### src/rtl/apb_to_csr_ext_req_bridge_if.sv
// Bus bundle between the APB master / CSR responder side and the APB-to-CSR request bridge.
// Signal names keep the bridge's own i_/o_ view so both modports read the same way.
interface apb_to_csr_ext_req_bridge_if #(
    parameter int WORD_BIT_WIDTH      = 32,
    parameter int BYTE_ADDR_BIT_WIDTH = 8
) ();
    logic                             i_psel;
    logic                             i_penable;
    logic                             i_pwrite;
    logic [BYTE_ADDR_BIT_WIDTH-1:0]   i_paddr;
    logic [WORD_BIT_WIDTH-1:0]        i_pwdata;
    logic [WORD_BIT_WIDTH/8-1:0]      i_pstrb;
    logic                             o_pready;
    logic [WORD_BIT_WIDTH-1:0]        o_prdata;
    logic                             o_pslverr;
    logic                             o_acc_req;
    logic                             o_acc_req_is_wr;
    logic [BYTE_ADDR_BIT_WIDTH-1:0]   o_byte_addr;
    logic [WORD_BIT_WIDTH-1:0]        o_wr_data;
    logic [WORD_BIT_WIDTH-1:0]        o_wr_bit_en;
    logic                             i_rd_ack;
    logic [WORD_BIT_WIDTH-1:0]        i_rd_data;
    logic                             i_wr_ack;

    modport slave (
        input  i_psel, i_penable, i_pwrite, i_paddr, i_pwdata, i_pstrb,
        input  i_rd_ack, i_rd_data, i_wr_ack,
        output o_pready, o_prdata, o_pslverr,
        output o_acc_req, o_acc_req_is_wr, o_byte_addr, o_wr_data, o_wr_bit_en
    );

    modport master (
        output i_psel, i_penable, i_pwrite, i_paddr, i_pwdata, i_pstrb,
        output i_rd_ack, i_rd_data, i_wr_ack,
        input  o_pready, o_prdata, o_pslverr,
        input  o_acc_req, o_acc_req_is_wr, o_byte_addr, o_wr_data, o_wr_bit_en
    );
endinterface

### src/rtl/apb_to_csr_ext_req_bridge.sv
// APB4 slave that turns each transfer into one single-cycle CSR access request,
// waits for the matching ack (bounded by a timeout) and answers with PREADY/PSLVERR.
module apb_to_csr_ext_req_bridge #(
    parameter int WORD_BIT_WIDTH      = 32,
    parameter int BYTE_ADDR_BIT_WIDTH = 8,
    parameter int TIMEOUT_CYCLES      = 16
) (
    input logic                        i_clk,
    input logic                        i_async_rst,
    apb_to_csr_ext_req_bridge_if.slave bus
);
    localparam int STRB_W     = WORD_BIT_WIDTH / 8;
    localparam int ALIGN_BITS = $clog2(STRB_W);
    localparam int CNT_W      = $clog2(TIMEOUT_CYCLES + 1);
    localparam logic [BYTE_ADDR_BIT_WIDTH-1:0] ADDR_MASK =
        ~BYTE_ADDR_BIT_WIDTH'((1 << ALIGN_BITS) - 1);
    localparam logic [CNT_W-1:0] CNT_LAST = CNT_W'(TIMEOUT_CYCLES - 1);

    typedef enum logic [1:0] {ST_IDLE, ST_WAIT, ST_RESP} state_t;

    state_t                           state_q, state_d;
    logic [CNT_W-1:0]                 cnt_q, cnt_d;
    logic                             acc_req_q, acc_req_d;
    logic                             is_wr_q, is_wr_d;
    logic [BYTE_ADDR_BIT_WIDTH-1:0]   addr_q, addr_d;
    logic [WORD_BIT_WIDTH-1:0]        wr_data_q, wr_data_d;
    logic [WORD_BIT_WIDTH-1:0]        bit_en_q, bit_en_d;
    logic [WORD_BIT_WIDTH-1:0]        prdata_q, prdata_d;
    logic                             pslverr_q, pslverr_d;
    logic [WORD_BIT_WIDTH-1:0]        strb_bit_en;
    logic                             ack_match;

    generate
        for (genvar gi = 0; gi < STRB_W; gi++) begin : g_strb
            assign strb_bit_en[gi*8 +: 8] = {8{bus.i_pstrb[gi]}};
        end
    endgenerate

    // Only the ack matching the captured direction can complete the transfer.
    assign ack_match = is_wr_q ? bus.i_wr_ack : bus.i_rd_ack;

    always_ff @(posedge i_clk or posedge i_async_rst) begin
        if (i_async_rst) begin
            state_q   <= ST_IDLE;
            cnt_q     <= '0;
            acc_req_q <= 1'b0;
            is_wr_q   <= 1'b0;
            addr_q    <= '0;
            wr_data_q <= '0;
            bit_en_q  <= '0;
            prdata_q  <= '0;
            pslverr_q <= 1'b0;
        end else begin
            state_q   <= state_d;
            cnt_q     <= cnt_d;
            acc_req_q <= acc_req_d;
            is_wr_q   <= is_wr_d;
            addr_q    <= addr_d;
            wr_data_q <= wr_data_d;
            bit_en_q  <= bit_en_d;
            prdata_q  <= prdata_d;
            pslverr_q <= pslverr_d;
        end
    end

    always_comb begin
        state_d   = state_q;
        cnt_d     = cnt_q;
        acc_req_d = 1'b0;
        is_wr_d   = is_wr_q;
        addr_d    = addr_q;
        wr_data_d = wr_data_q;
        bit_en_d  = bit_en_q;
        prdata_d  = prdata_q;
        pslverr_d = pslverr_q;
        unique case (state_q)
            ST_IDLE: begin
                if (bus.i_psel && bus.i_penable) begin
                    is_wr_d   = bus.i_pwrite;
                    addr_d    = bus.i_paddr & ADDR_MASK;
                    wr_data_d = bus.i_pwdata;
                    bit_en_d  = bus.i_pwrite ? strb_bit_en : '0;
                    acc_req_d = 1'b1;
                    cnt_d     = '0;
                    state_d   = ST_WAIT;
                end
            end
            ST_WAIT: begin
                cnt_d = cnt_q + CNT_W'(1);
                // Checking the ack first lets it win over a simultaneous timeout.
                if (ack_match) begin
                    state_d   = ST_RESP;
                    pslverr_d = 1'b0;
                    prdata_d  = is_wr_q ? '0 : bus.i_rd_data;
                end else if (cnt_q == CNT_LAST) begin
                    state_d   = ST_RESP;
                    pslverr_d = 1'b1;
                    prdata_d  = '0;
                end
            end
            ST_RESP: begin
                state_d   = ST_IDLE;
                cnt_d     = '0;
                pslverr_d = 1'b0;
            end
            default: state_d = ST_IDLE;
        endcase
    end

    assign bus.o_pready        = (state_q == ST_RESP);
    assign bus.o_prdata        = prdata_q;
    assign bus.o_pslverr       = pslverr_q;
    assign bus.o_acc_req       = acc_req_q;
    assign bus.o_acc_req_is_wr = is_wr_q;
    assign bus.o_byte_addr     = addr_q;
    assign bus.o_wr_data       = wr_data_q;
    assign bus.o_wr_bit_en     = bit_en_q;
endmodule

### src/flat_wrapper.sv
// flat-port wrapper written by rule: the top's interface ports become plain ports
module apb_to_csr_ext_req_bridge_flat 
#(
    parameter int WORD_BIT_WIDTH      = 32,
    parameter int BYTE_ADDR_BIT_WIDTH = 8,
    parameter int TIMEOUT_CYCLES      = 16
)
  (i_clk, i_async_rst, bus_i_psel, bus_i_penable, bus_i_pwrite, bus_i_paddr, bus_i_pwdata, bus_i_pstrb, bus_i_rd_ack, bus_i_rd_data, bus_i_wr_ack, bus_o_pready, bus_o_prdata, bus_o_pslverr, bus_o_acc_req, bus_o_acc_req_is_wr, bus_o_byte_addr, bus_o_wr_data, bus_o_wr_bit_en);
  apb_to_csr_ext_req_bridge_if #(.WORD_BIT_WIDTH(WORD_BIT_WIDTH), .BYTE_ADDR_BIT_WIDTH(BYTE_ADDR_BIT_WIDTH)) bus_i ();
  input logic i_clk;
  input logic i_async_rst;
  input wire logic [$bits(bus_i.i_psel)-1:0] bus_i_psel;
  input wire logic [$bits(bus_i.i_penable)-1:0] bus_i_penable;
  input wire logic [$bits(bus_i.i_pwrite)-1:0] bus_i_pwrite;
  input wire logic [$bits(bus_i.i_paddr)-1:0] bus_i_paddr;
  input wire logic [$bits(bus_i.i_pwdata)-1:0] bus_i_pwdata;
  input wire logic [$bits(bus_i.i_pstrb)-1:0] bus_i_pstrb;
  input wire logic [$bits(bus_i.i_rd_ack)-1:0] bus_i_rd_ack;
  input wire logic [$bits(bus_i.i_rd_data)-1:0] bus_i_rd_data;
  input wire logic [$bits(bus_i.i_wr_ack)-1:0] bus_i_wr_ack;
  output wire logic [$bits(bus_i.o_pready)-1:0] bus_o_pready;
  output wire logic [$bits(bus_i.o_prdata)-1:0] bus_o_prdata;
  output wire logic [$bits(bus_i.o_pslverr)-1:0] bus_o_pslverr;
  output wire logic [$bits(bus_i.o_acc_req)-1:0] bus_o_acc_req;
  output wire logic [$bits(bus_i.o_acc_req_is_wr)-1:0] bus_o_acc_req_is_wr;
  output wire logic [$bits(bus_i.o_byte_addr)-1:0] bus_o_byte_addr;
  output wire logic [$bits(bus_i.o_wr_data)-1:0] bus_o_wr_data;
  output wire logic [$bits(bus_i.o_wr_bit_en)-1:0] bus_o_wr_bit_en;
  assign bus_i.i_psel = bus_i_psel;
  assign bus_i.i_penable = bus_i_penable;
  assign bus_i.i_pwrite = bus_i_pwrite;
  assign bus_i.i_paddr = bus_i_paddr;
  assign bus_i.i_pwdata = bus_i_pwdata;
  assign bus_i.i_pstrb = bus_i_pstrb;
  assign bus_i.i_rd_ack = bus_i_rd_ack;
  assign bus_i.i_rd_data = bus_i_rd_data;
  assign bus_i.i_wr_ack = bus_i_wr_ack;
  assign bus_o_pready = bus_i.o_pready;
  assign bus_o_prdata = bus_i.o_prdata;
  assign bus_o_pslverr = bus_i.o_pslverr;
  assign bus_o_acc_req = bus_i.o_acc_req;
  assign bus_o_acc_req_is_wr = bus_i.o_acc_req_is_wr;
  assign bus_o_byte_addr = bus_i.o_byte_addr;
  assign bus_o_wr_data = bus_i.o_wr_data;
  assign bus_o_wr_bit_en = bus_i.o_wr_bit_en;
  apb_to_csr_ext_req_bridge #(.WORD_BIT_WIDTH(WORD_BIT_WIDTH), .BYTE_ADDR_BIT_WIDTH(BYTE_ADDR_BIT_WIDTH), .TIMEOUT_CYCLES(TIMEOUT_CYCLES)) u_core (.i_clk(i_clk), .i_async_rst(i_async_rst), .bus(bus_i));
endmodule
### config.mk
export PLATFORM = sky130hd
export DESIGN_NAME = apb_to_csr_ext_req_bridge_flat
export DESIGN_NICKNAME = d
export VERILOG_FILES = /design/src/rtl/apb_to_csr_ext_req_bridge_if.sv /design/src/rtl/apb_to_csr_ext_req_bridge.sv /design/src/flat_wrapper.sv
export SDC_FILE = /design/constraint.sdc
export NUM_CORES = 1
export LEC_CHECK = 0
export CAP_MARGIN = 20
export CORE_MARGIN = 1.5
export CORE_UTILIZATION = 39
export CTS_CLUSTER_DIAMETER = 100
export DETAILED_ROUTE_END_ITERATION = 12
export PLACE_DENSITY = 0.9
export SETUP_SLACK_MARGIN = 0.2
export SYNTH_ARGS = -nofsm -noshare
export SYNTH_HDL_FRONTEND = slang
export SYNTH_SLANG_ARGS = --single-unit
### constraint.sdc
create_clock -name i_clk -period 3.4 [get_ports i_clk]
set_input_delay 0.85 -clock i_clk [delete_from_list [all_inputs] [get_ports i_clk]]
set_output_delay 0.85 -clock i_clk [all_outputs]
set_load 0.005 [all_outputs]
==> reports/qor.csv <==
stage;metric;value;unit
yosys;post-synthesis mux area share;0.138;
timing;max-slew violation count;0;
drt;routed wire length;8770;um
critical_path;kind of critical path;reg -> out;
clock_network;CTS tree;yes;
clock_network;Hold Buf Count CTS;0;
timing;minimum clock period;2.45;ns
clock_network;cts repair resizes;0;
layout;Finished Core Util;0.624;
clock_network;CTS Sinks;84;
outcome;status;finished clean;
global_routing;largest net degree at the start of global routing;55;
clock_network;Clock Tree Buf Depth;2;
critical_path;CP max-delay cell;clkdlybuf4s50_1;
yosys;Netlist cell types;30;
clock_network;clk_lat worst skew;0.35;ns
layout;commonest cells after routing, fill and taps aside;clkdlybuf4s50_1 (186), dfrtp_1 (84), a22o_1 (32), mux2_2 (28), mux2_1 (13);
critical_path;family with the most delay on the worst path;buffers and inverters;
drt;DR vias;2611;
critical_path;R2R depth;5;
critical_path;Buf/Inv on CP;2;
yosys;Avg Synthesized Cell Area;13.7;um2
critical_path;crit-path cells;inv_1 -> ha_1 -> clkdlybuf4s50_1;
timing;worst rel slew slack;0.457;
clock_network;buffer count from post-CTS setup fixing;0;
timing;setup TNS;0;ns
global_routing;first-pass GRT wire length;14000;um
floorplanning;CORE AREA;8760;um2
layout;fin nets;505;
place;dpl hpwl;6550;um
clock_network;H-Tree Depth;3;
timing;fmax;0.407;GHz
yosys;Post-Syn Area;3540;um2
place;Post-Place Cell Area;5260;um2
drt;starting DRC count in detailed routing;118;
place;port bufs;186;
drt;WL per Instance;16.6;um
min_path;Hold Path Class;reg -> reg;
critical_path;instance count on the critical path;3;
yosys;register area share after synthesis;0.594;
drt;DR vias/cell;4.95;
critical_path;CP startpoint kind;flop;
drt;Post-route DRC;0;
global_routing;GRT Util Overall;0.185;
drt;DRT Pass-1 Iters;4;
floorplanning;I/O pin total;191;
layout;post-route cell area;5470;um2
timing;Setup-failing EPs final;0;
job;Max-Cap Viols;0;
yosys;warnings from Yosys;0;
yosys;Cells after Synth;258;
clock_network;Root Driver;clkbuf_8;
yosys;simple-gate portion of the synthesized area;0.0279;
critical_path;Crit path arrival time;1.60;ns
critical_path;critical path endpoint category;output pin;
floorplanning;Die X;98.2;um
yosys;Synth Area in XOR/XNOR;0;
min_path;hold path depth;1;
timing;share of the clock period used by the worst path;0.722;
yosys;Post-Synth Adder-Cell Area;0.0248;
floorplanning;Initial Utilization;0.404;
timing;RSZ-0062 raised after global routing;no;
layout;share of layout cells above drive strength 1;0.124;
timing;Final Hold Fails;0;
global_routing;initial antenna violation count;0;
clock_network;Clk pin slew, worst setup/hold paths;0.09;ns
floorplanning;row cnt;34;
floorplanning;die area;9650;um2
power_and_ir_drop;cell area power density;862;nW/um2
power_and_ir_drop;leakage power;2.38;nW
global_routing;Remaining Overflow, GRT;0;
timing;final clock skew;0.0162;ns
layout;diode count;0;
global_routing;vias in the first global route;2745;
drt;Detail Route Antenna Nets;0;
clock_network;TritonCTS Buffers;9;
yosys;post-synthesis compound-gate area fraction;0.116;
layout;synth-to-layout area growth;54.5;%
critical_path;CP max stage delay;0.52;ns
yosys;combinational family with the most area after synthesis;multiplexers;
critical_path;Crit Path Max Fanout;4;
timing;Worst Tran Pin Value;0.812;ns
layout;most common cell after layout, fill and taps aside;clkdlybuf4s50_1;
power_and_ir_drop;Max VDD drop;0.367;mV
place;GP Congestion;0.778;
critical_path;WP data required;2.55;ns
floorplanning;DIE HEIGHT;98.2;um
yosys;Seq cells post-synth;84;
## final cells by class
cell class	count	area (um2)
inverters	7	27.5
multi-input cells	124	1100
well taps	108	135
fillers	681	3300
clock buffers	9	124
clock inverters	7	81.3
repair buffers	189	1900
flip-flops and latches	84	2100
## cell families (layout without fill, tap and decap cells)
logic type                 count (synthesis)  in the layout
AOI/OAI and AO/OA                         50             50
buffers and inverters                     51            212
muxes                                     43             43
other                                      1              2
DFF                                       84             84
adders and majority gates                  7              7
and+or+nand+nor                           22             22
## synthesized netlist by cell type (all sizes together)
library cell	number	area [um2]
mux2i	1	10.0
a21oi	1	5.00
a32o	1	10.0
conb	1	3.75
o41ai	1	8.76
o31ai	3	22.5
o21ai	7	46.3
nand2b	1	6.26
o22ai	1	6.26
dfrtp	84	2100
a211o	1	8.76
nand3	2	10.0
nor2	5	18.8
and3	1	6.26
a22o	32	280
o21bai	2	15.0
nor2b	2	12.5
clkbuf	1	3.75
ha	7	87.6
inv	7	26.3
nand2	10	37.5
a21boi	1	7.51
nand3b	1	7.51
mux2	42	477
buf	43	318
## flip-flops by register name (all words and copies together) (netlist names)
register                    count
u_core.bus.o_acc_req_is_wr      1
u_core.bus.o_prdata            32
u_core.cnt_q                    5
u_core.bus.o_acc_req            1
u_core.bus.o_wr_data           32
u_core.state_q                  2
u_core.bus.o_wr_bit_en          4
u_core.bus.o_byte_addr          6
u_core.bus.o_pslverr            1
## report_power, final
group	internal [mW]	switching [mW]	total [mW]
combinational	1.49	0.722	2.21
sequential	1.47	0.299	1.76
clock	0.351	0.384	0.735
## worst register-to-register path: cells and delay by family, from the launching register on
| family | cells | cell delay (ns) |
|---|---|---|
| adder cells (fa/ha/maj) | 2 | 0.49 |
| flip-flops | 1 | 0.42 |
| AND/OR/NAND/NOR | 1 | 0.20 |
| AO/OA/AOI/OAI | 2 | 0.93 |
## stage by stage
step / power [mW] / cells / setup WS, ns / hold slack, ns
after floorplan: 2.75 / 259 / 0.385 / 0.470
after global placement: 3.90 / 512 / 0.873 / 0.475
after detailed placement: 4.01 / 512 / 0.826 / 0.481
after CTS: 4.77 / 528 / 0.912 / 0.503
after global routing: 5.00 / 528 / 0.856 / 0.516
final: 4.71 / 528 / 0.946 / 0.495
## worst paths after layout
kind | slack [ns] | to | from
max in group asynchronous | 1.87 | u_core.state_q[0]$_DFFE_PP0P_ | i_async_rst
worst max-delay path | 0.95 | bus_o_pready | u_core.state_q[0]$_DFFE_PP0P_
worst min register to register | 0.50 | u_core.bus.o_wr_data[4]$_DFFE_PP0P_ | u_core.bus.o_wr_data[4]$_DFFE_PP0P_
worst min-delay path | 0.50 | u_core.bus.o_wr_data[4]$_DFFE_PP0P_ | u_core.bus.o_wr_data[4]$_DFFE_PP0P_
min in group asynchronous | 0.85 | u_core.bus.o_prdata[31]$_DFFE_PP0P_ | i_async_rst
worst max register to register | 1.31 | u_core.bus.o_prdata[16]$_DFFE_PP0P_ | u_core.cnt_q[0]$_DFFE_PP0P_
## layer usage
layer / vias up / global-route usage / wire length (um)
li1: 1192 / - / -
met1: 1273 / 0.203 / 3240
met5: - / 0 / 0
met3: 24 / 0.0379 / 493
met4: 0 / 0.0953 / 302
met2: 122 / 0.335 / 4730
Note: power is estimated with default switching activity, not from simulation.
==> edit 1: new RTL, same settings <==
`TIMEOUT_CYCLES` is set to 16 in 2 places; all go to 8.
--- a/src/rtl/apb_to_csr_ext_req_bridge.sv
+++ b/src/rtl/apb_to_csr_ext_req_bridge.sv
@@ -3,7 +3,7 @@
 module apb_to_csr_ext_req_bridge #(
     parameter int WORD_BIT_WIDTH      = 32,
     parameter int BYTE_ADDR_BIT_WIDTH = 8,
-    parameter int TIMEOUT_CYCLES      = 16
+    parameter int TIMEOUT_CYCLES      = 8
 ) (
     input logic                        i_clk,
     input logic                        i_async_rst,
--- a/src/flat_wrapper.sv
+++ b/src/flat_wrapper.sv
@@ -3,7 +3,7 @@
 #(
     parameter int WORD_BIT_WIDTH      = 32,
     parameter int BYTE_ADDR_BIT_WIDTH = 8,
-    parameter int TIMEOUT_CYCLES      = 16
+    parameter int TIMEOUT_CYCLES      = 8
 )
   (i_clk, i_async_rst, bus_i_psel, bus_i_penable, bus_i_pwrite, bus_i_paddr, bus_i_pwdata, bus_i_pstrb, bus_i_rd_ack, bus_i_rd_data, bus_i_wr_ack, bus_o_pready, bus_o_prdata, bus_o_pslverr, bus_o_acc_req, bus_o_acc_req_is_wr, bus_o_byte_addr, bus_o_wr_data, bus_o_wr_bit_en);
   apb_to_csr_ext_req_bridge_if #(.WORD_BIT_WIDTH(WORD_BIT_WIDTH), .BYTE_ADDR_BIT_WIDTH(BYTE_ADDR_BIT_WIDTH)) bus_i ();
Behaviour: no difference found for any inputs over 4 cycles, from zero or initial values and one cycle with i_async_rst high; that may be too few to reach the edited logic, so the function may still have changed.
==> edit 1 against the original RTL <==
- clock skew up 0.0020 ns
- area after synthesis rose by 3.1%
- sequential cell count is 1 lower
- routed wire length rose by 0.42%
- final area up 2.2%
- setup slack improved by 0.031 ns
- maximum frequency up 1.3%
- total power up 0.97%
- non-clock buffer count up 2
- worst hold slack improved by 0.015 ns
- sequential share of layout area shrank 1.3 points
- critical endpoint unchanged
- die area increased by 3.0%
- critical path depth is the same
==> edit 1: results (changes against the original RTL) <==
- The maximum root-to-sink buffer count was 2 (unchanged).
- Top cell types by occurrence after synthesis: sky130_fd_sc_hd__dfrtp_1, sky130_fd_sc_hd__mux2_2, sky130_fd_sc_hd__inv_1, sky130_fd_sc_hd__o21ai_0, sky130_fd_sc_hd__nand3_1 (was sky130_fd_sc_hd__dfrtp_1, sky130_fd_sc_hd__a22o_1, sky130_fd_sc_hd__buf_4).
- The maximum number of pins on one net before global-route repair was 49 (was 55).
- The instance count along the most critical hold path is 1 (unchanged).
- The worst ir drop on vdd is 0.489 mV (was 0.367 mV).
- The last weighted congestion value of the routability-driven placer is 0.755 (was 0.778).
- The detailed-route wire length on metal 1 is 3450 um (was 3240 um).
- The leakage dissipation is 2.37 nW (was 2.38 nW).
- The number of nets in the final layout came to 565 (was 505).
- The met2 routed wirelength is 4660 um (was 4730 um).
- The proportion of synthesized chip area in sequential cells came to 56.9% (was 59.4%).
- The highest routed metal layer is met4 (unchanged).
- The post-placement cell area came to 5380 um^2 (was 5260 um^2).
- Result of the run: finished clean (unchanged).
- The total half-perimeter wirelength after legalization and detailed placement came to 6390 um (was 6550 um).
- The slew at the pin closest to its max-slew limit came to 0.724 ns (was 0.812 ns).
- Dominant cells by area after synthesis: sky130_fd_sc_hd__dfrtp_1, sky130_fd_sc_hd__mux2_2, sky130_fd_sc_hd__buf_4, sky130_fd_sc_hd__o21ai_0, sky130_fd_sc_hd__nand3_1 (was sky130_fd_sc_hd__dfrtp_1, sky130_fd_sc_hd__mux2_2, sky130_fd_sc_hd__a22o_1, sky130_fd_sc_hd__buf_4, sky130_fd_sc_hd__mux2_1).
- The wire length of the first global-routing pass came to 13,500 um (was 14,000 um).
- The total number of vias is 2,853 (was 2,611).
- The detailed router's first-iteration violation count is 113 (was 118).
- The final clock skew came to 0.0182 ns (was 0.0162 ns).
- The hold slack is 0.510 ns (was 0.495 ns).
- The count of cell types in the netlist is 29 (was 30).
- The endpoint arrival time on the critical path is 1.57 ns (was 1.60 ns).
- The worst-case hold path end point is u_core.bus.o_byte_addr[3]$_DFFE_PP0P_ (was u_core.bus.o_wr_data[4]$_DFFE_PP0P_).
- The number of instances resized during post-cts repair is 0 (unchanged).
- The depth of the worst register-to-register path came to 6 (was 5).
- The worst reg2reg path startpoint is u_core.state_q[1]$_DFFE_PP0P_ (was u_core.cnt_q[0]$_DFFE_PP0P_).
- The detailed-route wire length is 8800 um (was 8770 um).
- The total global routing track utilization is 17.2% (was 18.5%).
- The fraction of final layout cells sized beyond drive strength 1 came to 13.4% (was 12.4%).
- The setup slack of the most critical reg-to-reg path is 1.52 ns (was 1.31 ns).
- The length of routed met3 wiring came to 475 um (was 493 um).
- The launch point of the worst hold path is u_core.bus.o_byte_addr[3]$_DFFE_PP0P_ (was u_core.bus.o_wr_data[4]$_DFFE_PP0P_).
- The end of the worst register-to-register path is u_core.bus.o_prdata[9]$_DFFE_PP0P_ (was u_core.bus.o_prdata[16]$_DFFE_PP0P_).
==> edit 1: cell count changes after synthesis, sizes merged, moves of 2 or more <==
cell,unedited run,this run
inv,7,38
o21bai,2,0
a22o,32,0
a31oi,0,2
o21ai,7,41
mux2,42,40
clkbuf,1,3
nand3,2,36
nor2,5,0
==> edit 1: logic make-up (layout without fill, tap and decap cells) <==
group                      after synthesis  after routing  share of synthesized area (%)
and+or+nand+nor                         54             54                           7.62
AOI/OAI and AO/OA                       50             50                           7.55
muxes                                   41             41                           12.8
other                                    1              2                          0.103
buffers and inverters                   84            243                           12.9
adders and majority gates                6              6                           2.06
DFF                                     83             83                           56.9
==> edit 1: area by class of cell <==
class,instances,area (um^2)
clock inverters,5,80.1
multi-input cells,153,1110
clock buffers,9,124
fillers,743,3570
well taps,111,139
flip-flops and latches,83,2080
repair buffers,191,1910
inverters,38,144
==> edit 1: critical path, delay by kind of cell, from the launching register on <==
family     cells  cell delay [ns]
flops          1             0.42
buf+inv        2             0.63
fa+ha+maj      1             0.18
==> edit 1: routing by layer <==
metal / vias up / global-route usage [%]
met5: - / 0
met4: 0 / 8.02
met3: 21 / 4.15
met2: 117 / 30.1
met1: 1383 / 19.9
li1: 1332 / -
==> edit 1: stage by stage <==
stage	total power, mW	setup slack [ns]	instances
final	4.76	0.977	590
after global routing	5.05	0.902	590
after CTS	4.81	0.959	590
after detailed placement	4.05	0.982	576
after global placement	3.94	1.01	576
after floorplan	2.76	0.413	320
==> edit 1: power breakdown <==
part	total, mW	internal (mW)	leakage (nW)	switching, mW
Clock	0.753	0.404	0.0972	0.348
Sequential	1.75	1.46	1.04	0.290
Combinational	2.25	1.46	1.24	0.796
Total	4.76	3.32	2.37	1.43
==> edit 2: new RTL, same settings <==
Without the edit above. The 3 states of `state_t` get a one-hot encoding in 3 bits.
--- a/src/rtl/apb_to_csr_ext_req_bridge.sv
+++ b/src/rtl/apb_to_csr_ext_req_bridge.sv
@@ -16,7 +16,7 @@
         ~BYTE_ADDR_BIT_WIDTH'((1 << ALIGN_BITS) - 1);
     localparam logic [CNT_W-1:0] CNT_LAST = CNT_W'(TIMEOUT_CYCLES - 1);
 
-    typedef enum logic [1:0] {ST_IDLE, ST_WAIT, ST_RESP} state_t;
+    typedef enum logic [2:0] {ST_IDLE = 3'b001, ST_WAIT = 3'b010, ST_RESP = 3'b100} state_t;
 
     state_t                           state_q, state_d;
     logic [CNT_W-1:0]                 cnt_q, cnt_d;
Behaviour: same outputs for any inputs over 4 cycles, from zero or initial values and one cycle with i_async_rst high; so few cycles prove little.
==> edit 2 against the original RTL <==
- total power fell by 22%
- setup slack got worse by 0.37 ns
- largest power group is now sequential cells
- first-iteration DRC count is 50% lower
- area after synthesis rose by 4.9%
- sequential power is 15% lower
- routed wire length decreased by 1.3%
- non-clock buffer count grew 1
- sequential cell count increased by 1
- final area up 4.0%
==> edit 2: results (changes against the original RTL) <==
- The wire length of the first global-routing pass is 13,700 um (was 14,000 um).
- The worst reg2reg path startpoint is u_core.state_q[0]$_DFFE_PP1P_ (was u_core.cnt_q[0]$_DFFE_PP0P_).
- The launch point of the worst hold path is u_core.bus.o_prdata[10]$_DFFE_PP0P_ (was u_core.bus.o_wr_data[4]$_DFFE_PP0P_).
- The mean number of vias per cell is 4.69 (was 4.95).
- The biggest fanout along the worst timing path is 10 (was 4).
- The setup slack of the most critical reg-to-reg path is 1.37 ns (was 1.31 ns).
- The proportion of synthesized chip area in sequential cells is 57.3% (was 59.4%).
- The maximum number of pins on one net before global-route repair came to 86 (was 55).
- The last weighted congestion value of the routability-driven placer came to 0.760 (was 0.778).
- The detailed router's first-iteration violation count is 59 (was 118).
- The count of filler cells inserted in the layout is 704 (was 681).
- The end of the worst register-to-register path is u_core.bus.o_byte_addr[3]$_DFFE_PP0P_ (was u_core.bus.o_prdata[16]$_DFFE_PP0P_).
- The share of cell area taken by muxes after synthesis is 16.5% (was 13.8%).
- The via count of the first global-routing pass is 2,768 (was 2,745).
- The detailed-route wire length on metal 1 came to 3550 um (was 3240 um).
- The worst ir drop on vdd is 0.342 mV (was 0.367 mV).
- The hold slack was 0.508 ns (was 0.495 ns).
- Top cell types by occurrence after synthesis: sky130_fd_sc_hd__dfrtp_1, sky130_fd_sc_hd__mux2_4, sky130_fd_sc_hd__buf_4 (was sky130_fd_sc_hd__dfrtp_1, sky130_fd_sc_hd__a22o_1, sky130_fd_sc_hd__buf_4).
- The count of cell types in the netlist is 35 (was 30).
- The fraction of final layout cells sized beyond drive strength 1 is 16.6% (was 12.4%).
- The endpoint arrival time on the critical path is 1.97 ns (was 1.60 ns).
- The worst-case hold path end point is u_core.bus.o_prdata[10]$_DFFE_PP0P_ (was u_core.bus.o_wr_data[4]$_DFFE_PP0P_).
- Dominant cells by area after synthesis: sky130_fd_sc_hd__dfrtp_1, sky130_fd_sc_hd__mux2_4, sky130_fd_sc_hd__a22o_1, sky130_fd_sc_hd__buf_4, sky130_fd_sc_hd__buf_12 (was sky130_fd_sc_hd__dfrtp_1, sky130_fd_sc_hd__mux2_2, sky130_fd_sc_hd__a22o_1, sky130_fd_sc_hd__buf_4, sky130_fd_sc_hd__mux2_1).
- Result of the run: finished clean (unchanged).
- The global routing met3 resource utilization is 4.23% (was 3.79%).
- The fraction of the mapped netlist area in compound gates came to 10.8% (was 11.6%).
- The met2 routed wirelength was 4310 um (was 4730 um).
- The synthesized instance count is 251 (was 258).
- The met2 routing resource usage after global routing is 29.7% (was 33.5%).
- The total placed cells including tap cells came to 529 (was 512).
- The area overhead of the layout relative to synthesis is 53.2% (was 54.5%).
- The depth of the worst register-to-register path came to 4 (was 5).
- The length of routed met3 wiring is 582 um (was 493 um).
- The total number of vias is 2,556 (was 2,611).
- The detailed-route wire length is 8660 um (was 8770 um).
[edit 2: cell types whose count changed after synthesis, sizes merged, moves of 2 or more]
| cell | before | now |
|---|---|---|
| ha | 7 | 2 |
| o21ai | 7 | 12 |
| nor2b | 2 | 0 |
| mux2 | 42 | 40 |
| o31ai | 3 | 1 |
| nor2 | 5 | 2 |
| inv | 7 | 5 |
| nand2 | 10 | 7 |
[edit 2: kinds of logic after synthesis]
logic type               Yosys count
adder cells (fa/ha/maj)            2
AO/OA/AOI/OAI                     53
buffers and inverters             48
AND/OR/NAND/NOR                   20
other                              1
flip-flops                        85
multiplexers                      42
[edit 2: report_power, final]
group	total [mW]	internal, mW	switching, mW	leakage (nW)
Combinational	1.27	0.940	0.330	1.27
Sequential	1.50	1.30	0.201	1.06
Clock	0.895	0.516	0.379	0.128
[edit 2: worst max-delay path by stage]
stage                                       start                               endpoint  slack (ns)  cells past startpoint
floorplan                             i_async_rst         u_core.bus.o_acc_req$_DFF_PP0_        0.36                      1
global placement                       bus_i_psel  u_core.bus.o_byte_addr[3]$_DFFE_PP0P_        0.68                      5
detailed placement                     bus_i_psel  u_core.bus.o_byte_addr[3]$_DFFE_PP0P_        0.67                      5
CTS                 u_core.state_q[1]$_DFFE_PP0P_                           bus_o_pready        0.57                      3
global route        u_core.state_q[1]$_DFFE_PP0P_                           bus_o_pready        0.49                      3
finish              u_core.state_q[1]$_DFFE_PP0P_                           bus_o_pready        0.58                      3
[edit 2: area by class of cell]
cell class	instances	share of cell area, %
Inverter	6	0.506
Tap cell	129	2.84
Clock inverter	6	2.05
Sequential cell	85	37.4
Timing Repair Buffer	190	33.5
Clock buffer	10	2.42
Multi-Input combinational cell	119	21.2
